### config.mk
export PLATFORM = sky130hd
export DESIGN_NAME = flag_branch_unit
export DESIGN_NICKNAME = d
export VERILOG_FILES = /design/src/rtl/flag_branch_unit.sv
export SDC_FILE = /design/constraint.sdc
export NUM_CORES = 1
export LEC_CHECK = 0
export ABC_AREA = 1
export CORE_MARGIN = 4
export CORE_UTILIZATION = 49
export CTS_BUF_LIST = sky130_fd_sc_hd__clkbuf_16
export DETAILED_ROUTE_END_ITERATION = 7
export PLACE_DENSITY = 0.85
export SETUP_SLACK_MARGIN = 0.1
export SYNTH_ARGS = -nofsm -noshare
export SYNTH_HDL_FRONTEND = slang
export SYNTH_SLANG_ARGS = --single-unit
### constraint.sdc
create_clock -name clk -period 2.5 [get_ports clk]
set_input_delay 0.5 -clock clk [delete_from_list [all_inputs] [get_ports clk]]
set_output_delay 0.5 -clock clk [all_outputs]
set_load 0.005 [all_outputs]
### src/rtl/flag_branch_unit.sv
// flag_branch_unit: registers the ALU {z,n,v} status flags and resolves
// conditional branches against them. A taken branch is offered to the PC
// logic as a redirect. Branch-and-link forms then emit a single-cycle
// link-register write strobe.
module flag_branch_unit #(
   parameter int         W    = 32,
   parameter logic [2:0] SVEC = 3'b000
) (
   input  logic         clk,
   input  logic         reset,
   input  logic         alu_z,
   input  logic         alu_n,
   input  logic         alu_v,
   input  logic         flag_we,
   input  logic         clr_sv,
   input  logic         req_valid,
   output logic         req_ready,
   input  logic [2:0]   req_cond,
   input  logic         req_link,
   input  logic [W-1:0] req_target,
   input  logic [W-1:0] req_pc4,
   output logic         br_valid,
   input  logic         br_ready,
   output logic [W-1:0] br_target,
   output logic         link_we,
   output logic [W-1:0] link_data,
   output logic [2:0]   flags,
   output logic         sticky_v
);

   typedef enum logic [1:0] {
      S_IDLE = 2'd0,
      S_HOLD = 2'd1,
      S_LINK = 2'd2
   } state_t;

   state_t         state_q;
   logic [2:0]     flags_q;
   logic           sticky_q;
   logic           br_valid_q;
   logic [W-1:0]   br_target_q;
   logic           link_q;
   logic [W-1:0]   pc4_q;
   logic           link_we_q;
   logic [W-1:0]   link_data_q;

   logic [2:0]     eff_flags_d;
   logic           taken_d;
   logic           accept_d;
   logic           sticky_d;

   // Flags seen by the condition check: forward the live ALU flags when they
   // are being written in the same cycle, so a compare-then-branch pair needs
   // no bubble.
   always_comb begin
      eff_flags_d = flags_q;
      if (flag_we) eff_flags_d = {alu_z, alu_n, alu_v};
   end

   // Condition decode over {z,n,v}.
   always_comb begin
      taken_d = 1'b0;
      case (req_cond)
         3'b000: taken_d = 1'b0;
         3'b001: taken_d = 1'b1;
         3'b010: taken_d = eff_flags_d[2];
         3'b011: taken_d = ~eff_flags_d[2];
         3'b100: taken_d = eff_flags_d[1];
         3'b101: taken_d = eff_flags_d[0];
         3'b110: taken_d = eff_flags_d[1] ^ eff_flags_d[0];
         3'b111: taken_d = eff_flags_d[2] | (eff_flags_d[1] ^ eff_flags_d[0]);
         default: taken_d = 1'b0;
      endcase
   end

   assign req_ready = (state_q == S_IDLE);
   assign accept_d  = req_valid & req_ready;

   // The sticky bit is set whenever an overflow flag is written. A set in the
   // same cycle as a clear takes priority, so an overflow is never lost.
   always_comb begin
      sticky_d = sticky_q;
      if (clr_sv)            sticky_d = 1'b0;
      if (flag_we && alu_v)  sticky_d = 1'b1;
   end

   // Flag register, sticky overflow, and the branch/redirect/link FSM.
   always_ff @(posedge clk) begin
      if (reset) begin
         state_q     <= S_IDLE;
         flags_q     <= SVEC;
         sticky_q    <= 1'b0;
         br_valid_q  <= 1'b0;
         br_target_q <= '0;
         link_q      <= 1'b0;
         pc4_q       <= '0;
         link_we_q   <= 1'b0;
         link_data_q <= '0;
      end else begin
         if (flag_we) flags_q <= {alu_z, alu_n, alu_v};
         sticky_q <= sticky_d;

         case (state_q)
            S_IDLE: begin
               link_we_q <= 1'b0;
               // A not-taken branch retires here with no state change.
               if (accept_d && taken_d) begin
                  br_target_q <= req_target;
                  pc4_q       <= req_pc4;
                  link_q      <= req_link;
                  br_valid_q  <= 1'b1;
                  state_q     <= S_HOLD;
               end
            end
            S_HOLD: begin
               // br_target_q stays frozen until the PC logic takes it.
               if (br_ready) begin
                  br_valid_q <= 1'b0;
                  if (link_q) begin
                     link_we_q   <= 1'b1;
                     link_data_q <= pc4_q;
                     state_q     <= S_LINK;
                  end else begin
                     state_q <= S_IDLE;
                  end
               end
            end
            S_LINK: begin
               link_we_q <= 1'b0;
               state_q   <= S_IDLE;
            end
            default: begin
               br_valid_q <= 1'b0;
               link_we_q  <= 1'b0;
               state_q    <= S_IDLE;
            end
         endcase
      end
   end

   assign br_valid  = br_valid_q;
   assign br_target = br_target_q;
   assign link_we   = link_we_q;
   assign link_data = link_data_q;
   assign flags     = flags_q;
   assign sticky_v  = sticky_q;

endmodule

# Word-level counts from Yosys, hierarchy flattened
# Cells that the tools add are included.
# totals
reg_bits	105
inputBits	77
output_inout_bits	71
wordCells	48
# op_classes
eq_ne	11
muxes	11
bitwise_logic	6
n_reduce_logical	11
# op_table
op	n
$eq 3x3->1 const B	4
$pmux 1 s8	1
$eq 3x2->1 const B	2
$mux 2	3
$reduce_and 2->1	3
$reduce_and 3->1	2
$mux 1	4
$pmux 2 s2	1
$eq 3x1->1 const B	1
$logic_not 3->1	1
$mux 3	1
$not 1->1	3
$pmux 1 s3	1
$eq 2x1->1 const B	1
$eq 2x2->1 const B	1
$logic_and 1x1->1	2
$logic_not 2->1	1
$ne 2x1->1 const B	1
$ne 2x2->1 const B	1
$reduce_bool 2->1	1
$reduce_or 2->1	1
$and 1x1->1	1
$or 1x1->1	1
$xor 1x1->1	1

# Logic depth before layout (Yosys ltp)
# Gate-level depths: netlist of run 1.
# logic_depth
ltp_word	7
ltp_mapped	15
mapped_depth_nobuf	12

# Worst setup path before layout of run 1
# No wires, ideal clock.
# synth_timing
kind	input-to-reg
from	in flag_we
to	reg pc4_q[10]
setup_ns	0.115
arrival_ns	1.521
required_ns	2.385
slack_ns	0.864
stages	13
path_buffers	3
cell_sequence	buf_6 -> nand2_4 -> inv_2 -> nor2_2 -> nand2_1 -> nand3_1 -> nand2_1 -> inv_2 -> nand2_4 -> buf_6 -> buf_4 -> a21oi_1 -> nor2_1
# synth_between
elab_chain_len	6
elab_cells_between_ends	7
classes_between	mux (2); bitwise (3); reduce/logical (2)
# synth_rtl
item	line_no	source
start, declared	14	input logic flag_we,
$mux 3 (*)	-	
$xor 1x1->1	70, 71	
$or 1x1->1	71	3'b111: taken_d = eff_flags_d[2] | (eff_flags_d[1] ^ eff_flags_d[0]);
$pmux 1 s8 (*)	63	case (req_cond)
$logic_and 1x1->1 (*)	107	if (accept_d && taken_d) begin
$reduce_and 2->1 (no line) (*)	-	
end signal, assigned	109	pc4_q <= req_pc4;
end, declared	43	logic [W-1:0] pc4_q;
# Mark *: on every way between the ends. The rest lies on a longest branch, timed or not.
# A chain may end at the register's enable or synchronous reset.

# Worst setup path after layout of run 1
# layout_timing
from	in flag_we
to	reg br_target_q[9] (netlist: br_target[9])
# layout_between
elab_chain_len	6
elab_cells_between_ends	7
classes_between	mux (2); bitwise (3); reduce/logical (2)
# layout_rtl
item	line_no	source
$mux 3 (*)	-	
$xor 1x1->1	70, 71	
$or 1x1->1	71	
$pmux 1 s8 (*)	63	
$logic_and 1x1->1 (*)	107	
$reduce_and 2->1 (no line) (*)	-	
end signal, assigned	108	br_target_q <= req_target;
end, declared	41	logic [W-1:0] br_target_q;
# Marked as above.

==> results.py, run 1 <==
metrics = {
    "run_status": {
        "outcome": "completed",
    },
    "floorplanning": {
        "die-width_microns": 103.5,
        "io_pins": 148,
        "core_area_sq_um": 8806,
        "die_y_microns": 103.5,
        "initial_core_util": 0.5075,
        "rows": 34,
        "die-area_sq_um": 10710,
    },
    "detailed_routing": {
        "drt-initial-drc-count": 169,
        "top_layer": "met4",
        "vias": 4339,
        "vias_per_cell": 4.982,
        "drt-met1-wl_microns": 4682,
        "drc_errors": 0,
        "wl_microns": 11340,
        "drt-wirelength-per-cell_microns": 13.01,
        "met2_wirelength_microns": 5744,
        "wl_met3_microns": 835,
        "drt.antenna.violating_nets": 0,
        "firstDrtPassIters": 4,
    },
    "worst_setup_path": {
        "cp_max_fo": 51,
        "crit_path_end_kind": "flip-flop",
        "critPathKind": "in2reg",
        "startpoint": "flag_we",
        "worstPathArrival_ns": 2.31,
        "critPathRequiredTime_ns": 2.72,
        "rr_startpoint": "state_q[0]",
        "cp-start-kind": "input port",
    },
    "timing": {
        "setup_violations": 0,
        "max_clock_freq_mhz": 479.2,
        "rsz0062_at_grt": "no",
        "whs_ns": 0.4768,
        "finalClockSkew_ns": 0.004513,
        "hold_violations": 0,
        "fin_crit_sh": 0.8347,
        "worst_pin_slew_ns": 0.3893,
        "finalSetupTns_ns": 0,
        "drv_slew": 0,
        "maxSlewHeadroom": 0.7405,
        "period_needed_ns": 2.087,
    },
    "logic_synthesis": {
        "synth_compound_gate_area_share": 0.1162,
        "syn_area_sq_um": 4469,
        "synth.area.mux_share": 0,
        "synth_fa_ha_area_frac": 0,
        "ys_warn_count": 0,
        "seq_area_frac_synth": 0.4703,
        "async_flop_share": 0,
        "synth_seq_cells": 105,
        "avgSynthCellArea_sq_um": 7.005,
        "synth_xor_area_frac": 0,
        "yosys.area_share.simple": 0.2867,
        "synth_ff_type": "dfxtp_1",
        "syn_inst": 638,
        "synth_top_family_by_area": "simple AND/OR/NAND/NOR gates",
        "synth_cell_types": 20,
        "synth_edf_count": 0,
        "synth_nets": 715,
    },
    "clock_tree": {
        "cts_tree": "built",
        "cts_setup_buffers": 0,
        "clock-sinks": 105,
        "insertion_delay_ns": 0.33,
        "cts-root-buf": "clkbuf_16",
        "cts_inserted_buffers": 9,
        "cts.path.max_buffers": 2,
        "ctsHoldBuffers": 0,
        "post_cts_resized": 0,
        "htreeDepth": 3,
        "path_clk_slew_ns": 0.07,
    },
    "placed_design": {
        "numPortBuffers": 147,
        "placed_area_sq_um": 5972,
        "gp_congestion": 0.8374,
        "place_hpwl_microns": 7879,
    },
    "layout": {
        "drive_gt1_frac": 0.05374,
        "final_cell_area_sq_um": 6305,
        "fillers": 678,
        "fin_nets": 836,
        "syn_to_final_growth_pct": 41.07,
        "num_antenna_cells": 0,
    },
    "power_and_ir_drop": {
        "p_leak_nw": 2.927,
        "swShare": 0.2444,
        "combPwrFrac": 0.180,
        "max-vdd-ir-drop_mv": 0.4990,
        "power_mw": 4.166,
        "power_density_nw_per_um2": 660.7,
        "p_seq_frac": 0.446,
        "p_int_mw": 3.147,
        "power_frac_clock": 0.374,
        "power_switching_mw": 1.018,
    },
    "flow_run": {
        "maxCapViolations": 0,
    },
    "grt": {
        "gr-total-overflow": 0,
        "grt_pass1_vias": 4126,
        "grt_pass1_wl_microns": 19430,
        "antenna_found_initial": 0,
        "grt_max_degree": 99,
        "grt.total_usage": 0.2116,
    },
    "min_path": {
        "worstHoldStart": "sticky_v",
        "holdCritPathClass": "reg2reg",
    },
}
[cell usage after synthesis, types with 6 or more instances]
master / count / area [sq um]
a21oi_1: 68 / 340.3
buf_1: 8 / 30.03
buf_2: 6 / 30.03
buf_6: 9 / 101.4
clkbuf_1: 21 / 78.83
dfxtp_1: 105 / 2102
inv_1: 79 / 296.5
nand2_1: 90 / 337.8
nand3_1: 60 / 300.3
nand3_2: 8 / 80.08
nor2_1: 139 / 521.8
o21ai_0: 33 / 165.2
[path summary, 6_finish.rpt]
check | to | slack [ns] | cells past startpoint
max | br_target[9] | 0.41 | 13
max reg2reg | link_data[23] | 0.84 | 8
min reg2reg | sticky_v | 0.48 | 2
min | sticky_v | 0.48 | 2
[flip-flops by register name, summed over array words and instances, names as in the netlist]
register   count
br_valid       1
link_we        1
pc4_q         32
link_data     32
flags          3
link_q         1
sticky_v       1
state_q        2
br_target     32
[cells by family after synthesis]
| family | count (synthesis) |
|---|---|
| flops | 105 |
| compound gates | 103 |
| buf+inv | 129 |
| simple gates | 301 |
[power groups by stage]
stage	logic (mW)	registers, mW	clock network, mW
after global placement	0.729	1.89	0
after floorplan	0.426	1.89	0
after global routing	0.844	1.87	1.65
after detailed placement	0.753	1.89	0
after CTS	0.755	1.86	1.59
final	0.751	1.86	1.56
[critical path, stage by stage]
cell and delay, ns:
clkdlybuf4s50_1 0.69, inv_2 0.11, nand2_1 0.07, nand3_1 0.09, nand2_1 0.08, nand2_1 0.05, nand2_1 0.08, inv_2 0.04
nand2_4 0.09, buf_12 0.22, nand3_1 0.14, nand2_1 0.08, nor2_1 0.04
[per-layer routing]
layer  track usage  vias up
li1              -     2210
met1        0.2542     1991
met2        0.3752      130
met3       0.06779        8
met4       0.03799        0
met5             0        -
[stage by stage]
| step | worst slack (ns) | std cells | util |
|---|---|---|---|
| 2_1_floorplan | 0.8644 | 638 | - |
| 3_3_place_gp | 0.2393 | 856 | 0.6782 |
| 3_5_place_dp | 0.1071 | 856 | 0.6782 |
| 4_1_cts | 0.4471 | 871 | 0.7160 |
| 5_1_grt | 0.1808 | 871 | 0.7160 |
| 6_report | 0.4133 | 871 | 0.7160 |
[area by class of cell]
class	count	area (sq um)	area share
inverters	83	311.5	0.04941
multi-input cells	404	1809	0.2870
clock inverters	6	107.6	0.01707
repair buffers	156	1614	0.2560
well taps	108	135.1	0.02143
flip-flops and latches	105	2102	0.3334
clock buffers	9	225.2	0.03572
[cells in the final DEF (no fill, tap or decap), drive strengths merged]
cell | netlist | routed
clkdlybuf4s50 | 0 | 147
nor2 | 140 | 140
dfxtp | 105 | 105
nand2 | 92 | 92
inv | 82 | 85
a21oi | 68 | 68
nand3 | 68 | 68
o21ai | 34 | 34
clkbuf | 21 | 9
buf | 25 | 9
bufinv | 0 | 3
nor3b | 1 | 1
a31o | 1 | 1
clkinv | 1 | 1
(Power assumes the default switching activity.)
==> run 2, diff against run 1 <==
--- a/config.mk
+++ b/config.mk
@@ -7,10 +7,10 @@
 export LEC_CHECK = 0
 export ABC_AREA = 1
 export CORE_MARGIN = 4
-export CORE_UTILIZATION = 49
+export CORE_UTILIZATION = 46
 export CTS_BUF_LIST = sky130_fd_sc_hd__clkbuf_16
 export DETAILED_ROUTE_END_ITERATION = 7
-export PLACE_DENSITY = 0.85
+export PLACE_DENSITY = 0.8
 export SETUP_SLACK_MARGIN = 0.1
 export SYNTH_ARGS = -nofsm -noshare
 export SYNTH_HDL_FRONTEND = slang
==> constraint.sdc (replaced) <==
create_clock -name clk -period 2.1 [get_ports clk]
set_input_delay 0.42 -clock clk [delete_from_list [all_inputs] [get_ports clk]]
set_output_delay 0.42 -clock clk [all_outputs]
set_load 0.005 [all_outputs]
==> run 2 against run 1 <==
Total power rose by 13%. Utilization fell by 3.7 points. Critical path depth fell by 11. Non-clock buffer count rose by 6. Sequential cell count did not move. Critical endpoint is now req_ready.
==> results.py, run 2 (same netlist as run 1, synthesis figures left out) <==
metrics = {
    "timing": {
        "period_needed_ns": 1.795,
        "rsz0062_at_grt": "no",
        "max_clock_freq_mhz": 557.2,
        "maxSlewHeadroom": 0.7695,
        "setup_ws_ns": 0.3054,
        "finalClockSkew_ns": 0.01021,
        "fin_crit_sh": 0.8546,
        "drv_slew": 0,
        "setup_violations": 0,
        "hold_violations": 0,
        "worst_pin_slew_ns": 0.3457,
    },
    "clock_tree": {
        "cts_setup_buffers": 0,
        "post_cts_resized": 0,
        "cts_tree": "built",
        "htreeDepth": 3,
        "insertion_delay_ns": 0.33,
        "cts_inserted_buffers": 9,
        "clock-sinks": 105,
        "cts.path.max_buffers": 2,
        "ctsHoldBuffers": 0,
        "cts-root-buf": "clkbuf_16",
        "path_clk_slew_ns": 0.07,
    },
    "detailed_routing": {
        "vias_per_cell": 4.829,
        "drt-initial-drc-count": 133,
        "vias": 4341,
        "wl_microns": 11310,
        "drc_errors": 0,
        "drt.antenna.violating_nets": 0,
        "drt-wirelength-per-cell_microns": 12.58,
        "firstDrtPassIters": 4,
    },
    "grt": {
        "grt_max_degree": 82,
        "grt_pass1_wl_microns": 18750,
        "antenna_found_initial": 0,
        "gr-total-overflow": 0,
        "grt.total_usage": 0.1976,
        "grt_pass1_vias": 4169,
    },
    "worst_setup_path": {
        "startpoint": "state_q[1]",
        "r2r_end": "br_target[3]",
        "reg2reg_depth": 10,
        "reg2reg_slack_ns": 0.57,
        "rr_startpoint": "flags[2]",
        "cp_cell_sequence": "nor2_1, clkdlybuf4s50_1",
        "crit_path_end_kind": "output pin",
        "crit_family": "buffers and inverters",
        "endpoint": "req_ready",
        "critPathKind": "reg2out",
        "critPathRequiredTime_ns": 1.68,
        "cp_max_fo": 3,
        "cpMaxStageDelayCell": "clkdlybuf4s50_1",
        "crit_buf_inv": 1,
        "cp_num_cells": 2,
        "worstPathArrival_ns": 1.37,
        "critical_path.max_stage_delay_ns": 0.55,
        "cp-start-kind": "flip-flop",
    },
    "layout": {
        "drive_gt1_frac": 0.06234,
        "num_antenna_cells": 0,
        "fillers": 797,
        "syn_to_final_growth_pct": 41.77,
        "final_common_cell": "clkdlybuf4s50_1",
        "final_cell_area_sq_um": 6336,
        "fin_nets": 842,
        "final_cell_mix": "146 x clkdlybuf4s50_1, 138 x nor2_1, 105 x dfxtp_1, 90 x nand2_1, 79 x inv_1",
    },
    "floorplanning": {
        "die-width_microns": 106.6,
        "die-area_sq_um": 11360,
        "io_pins": 148,
        "initial_core_util": 0.4791,
        "core_area_sq_um": 9328,
        "rows": 35,
        "die_y_microns": 106.6,
    },
    "power_and_ir_drop": {
        "max-vdd-ir-drop_mv": 0.3775,
        "p_leak_nw": 2.934,
        "power_density_nw_per_um2": 739.7,
    },
    "placed_design": {
        "placed_area_sq_um": 6056,
        "pre_cts_ws_ns": -0.1585,
        "numPortBuffers": 147,
        "place_hpwl_microns": 7985,
        "gp_congestion": 0.8429,
    },
    "run_status": {
        "outcome": "completed",
    },
    "flow_run": {
        "maxCapViolations": 0,
    },
    "min_path": {
        "holdCritPathClass": "reg2reg",
    },
}
## run 2: cell type report
cell class                 count  area (sq um)  share of cell area
timing repair buffer         162          1674              0.2642
clock inverter                 7         52.55            0.008294
clock buffer                   9         225.2             0.03555
multi-input combinational    404          1809              0.2855
sequential                   105          2102              0.3318
inverter                      83         311.5             0.04917
tap                          129         161.4             0.02547
## run 2: power by group
group | internal (mW) | total, mW | switching, mW | leakage, nW
Clock | 0.815 | 1.57 | 0.753 | 0.132
Sequential | 2.13 | 2.21 | 0.0786 | 0.859
Combinational | 0.471 | 0.908 | 0.437 | 1.94
Total | 3.42 | 4.69 | 1.27 | 2.93
## run 2: worst reg2reg max path, cell delays in order, from the launching register on
cell     delay (ns)
dfxtp_1        0.34
inv_1          0.06
o21ai_1        0.19
nand2_1        0.07
nand3_1        0.08
nand2_1        0.08
nand2_4        0.16
buf_12         0.21
nand3_1        0.12
nand2_1        0.08
nor2_1         0.04
## run 2: per-stage QoR
stage,power [mW],utilization,setup TNS (ns),hold WS [ns],cells
after floorplan,2.753,-,0,0.4514,638
after global placement,3.133,0.6492,-2.683,0.4541,883
after detailed placement,3.165,0.6492,-8.137,0.4682,883
after CTS,4.731,0.6790,0,0.4852,899
after global routing,4.942,0.6793,0,0.5062,899
final,4.687,0.6793,0,0.4781,899
## run 2: worst min path at each step
| stage | slack [ns] | to | cells after the start | start |
|---|---|---|---|---|
| final | 0.48 | sticky_v | 2 | sticky_v |
| after global routing | 0.51 | link_data[20] | 2 | pc4_q[20] |
| after CTS | 0.49 | sticky_v | 2 | sticky_v |
| after detailed placement | 0.47 | pc4_q[2] | 2 | pc4_q[2] |
| after global placement | 0.45 | sticky_v | 2 | sticky_v |
| after floorplan | 0.45 | link_q | 2 | link_q |
## run 2: metal layers
metal | vias up | wire length [microns] | global-route usage
met4 | 0 | 121 | 0.05297
li1 | 2230 | - | -
met1 | 1965 | 4855 | 0.2443
met5 | - | 0 | 0
met3 | 13 | 968 | 0.06442
met2 | 133 | 5366 | 0.3314
==> run 3, diff against run 2 <==
--- a/config.mk
+++ b/config.mk
@@ -6,6 +6,7 @@
 export NUM_CORES = 1
 export LEC_CHECK = 0
 export ABC_AREA = 1
+export CAP_MARGIN = 10
 export CORE_MARGIN = 4
 export CORE_UTILIZATION = 46
 export CTS_BUF_LIST = sky130_fd_sc_hd__clkbuf_16
==> results of run 3 <==
No change in the layout: final DEF, timing and power equal those of run 2.
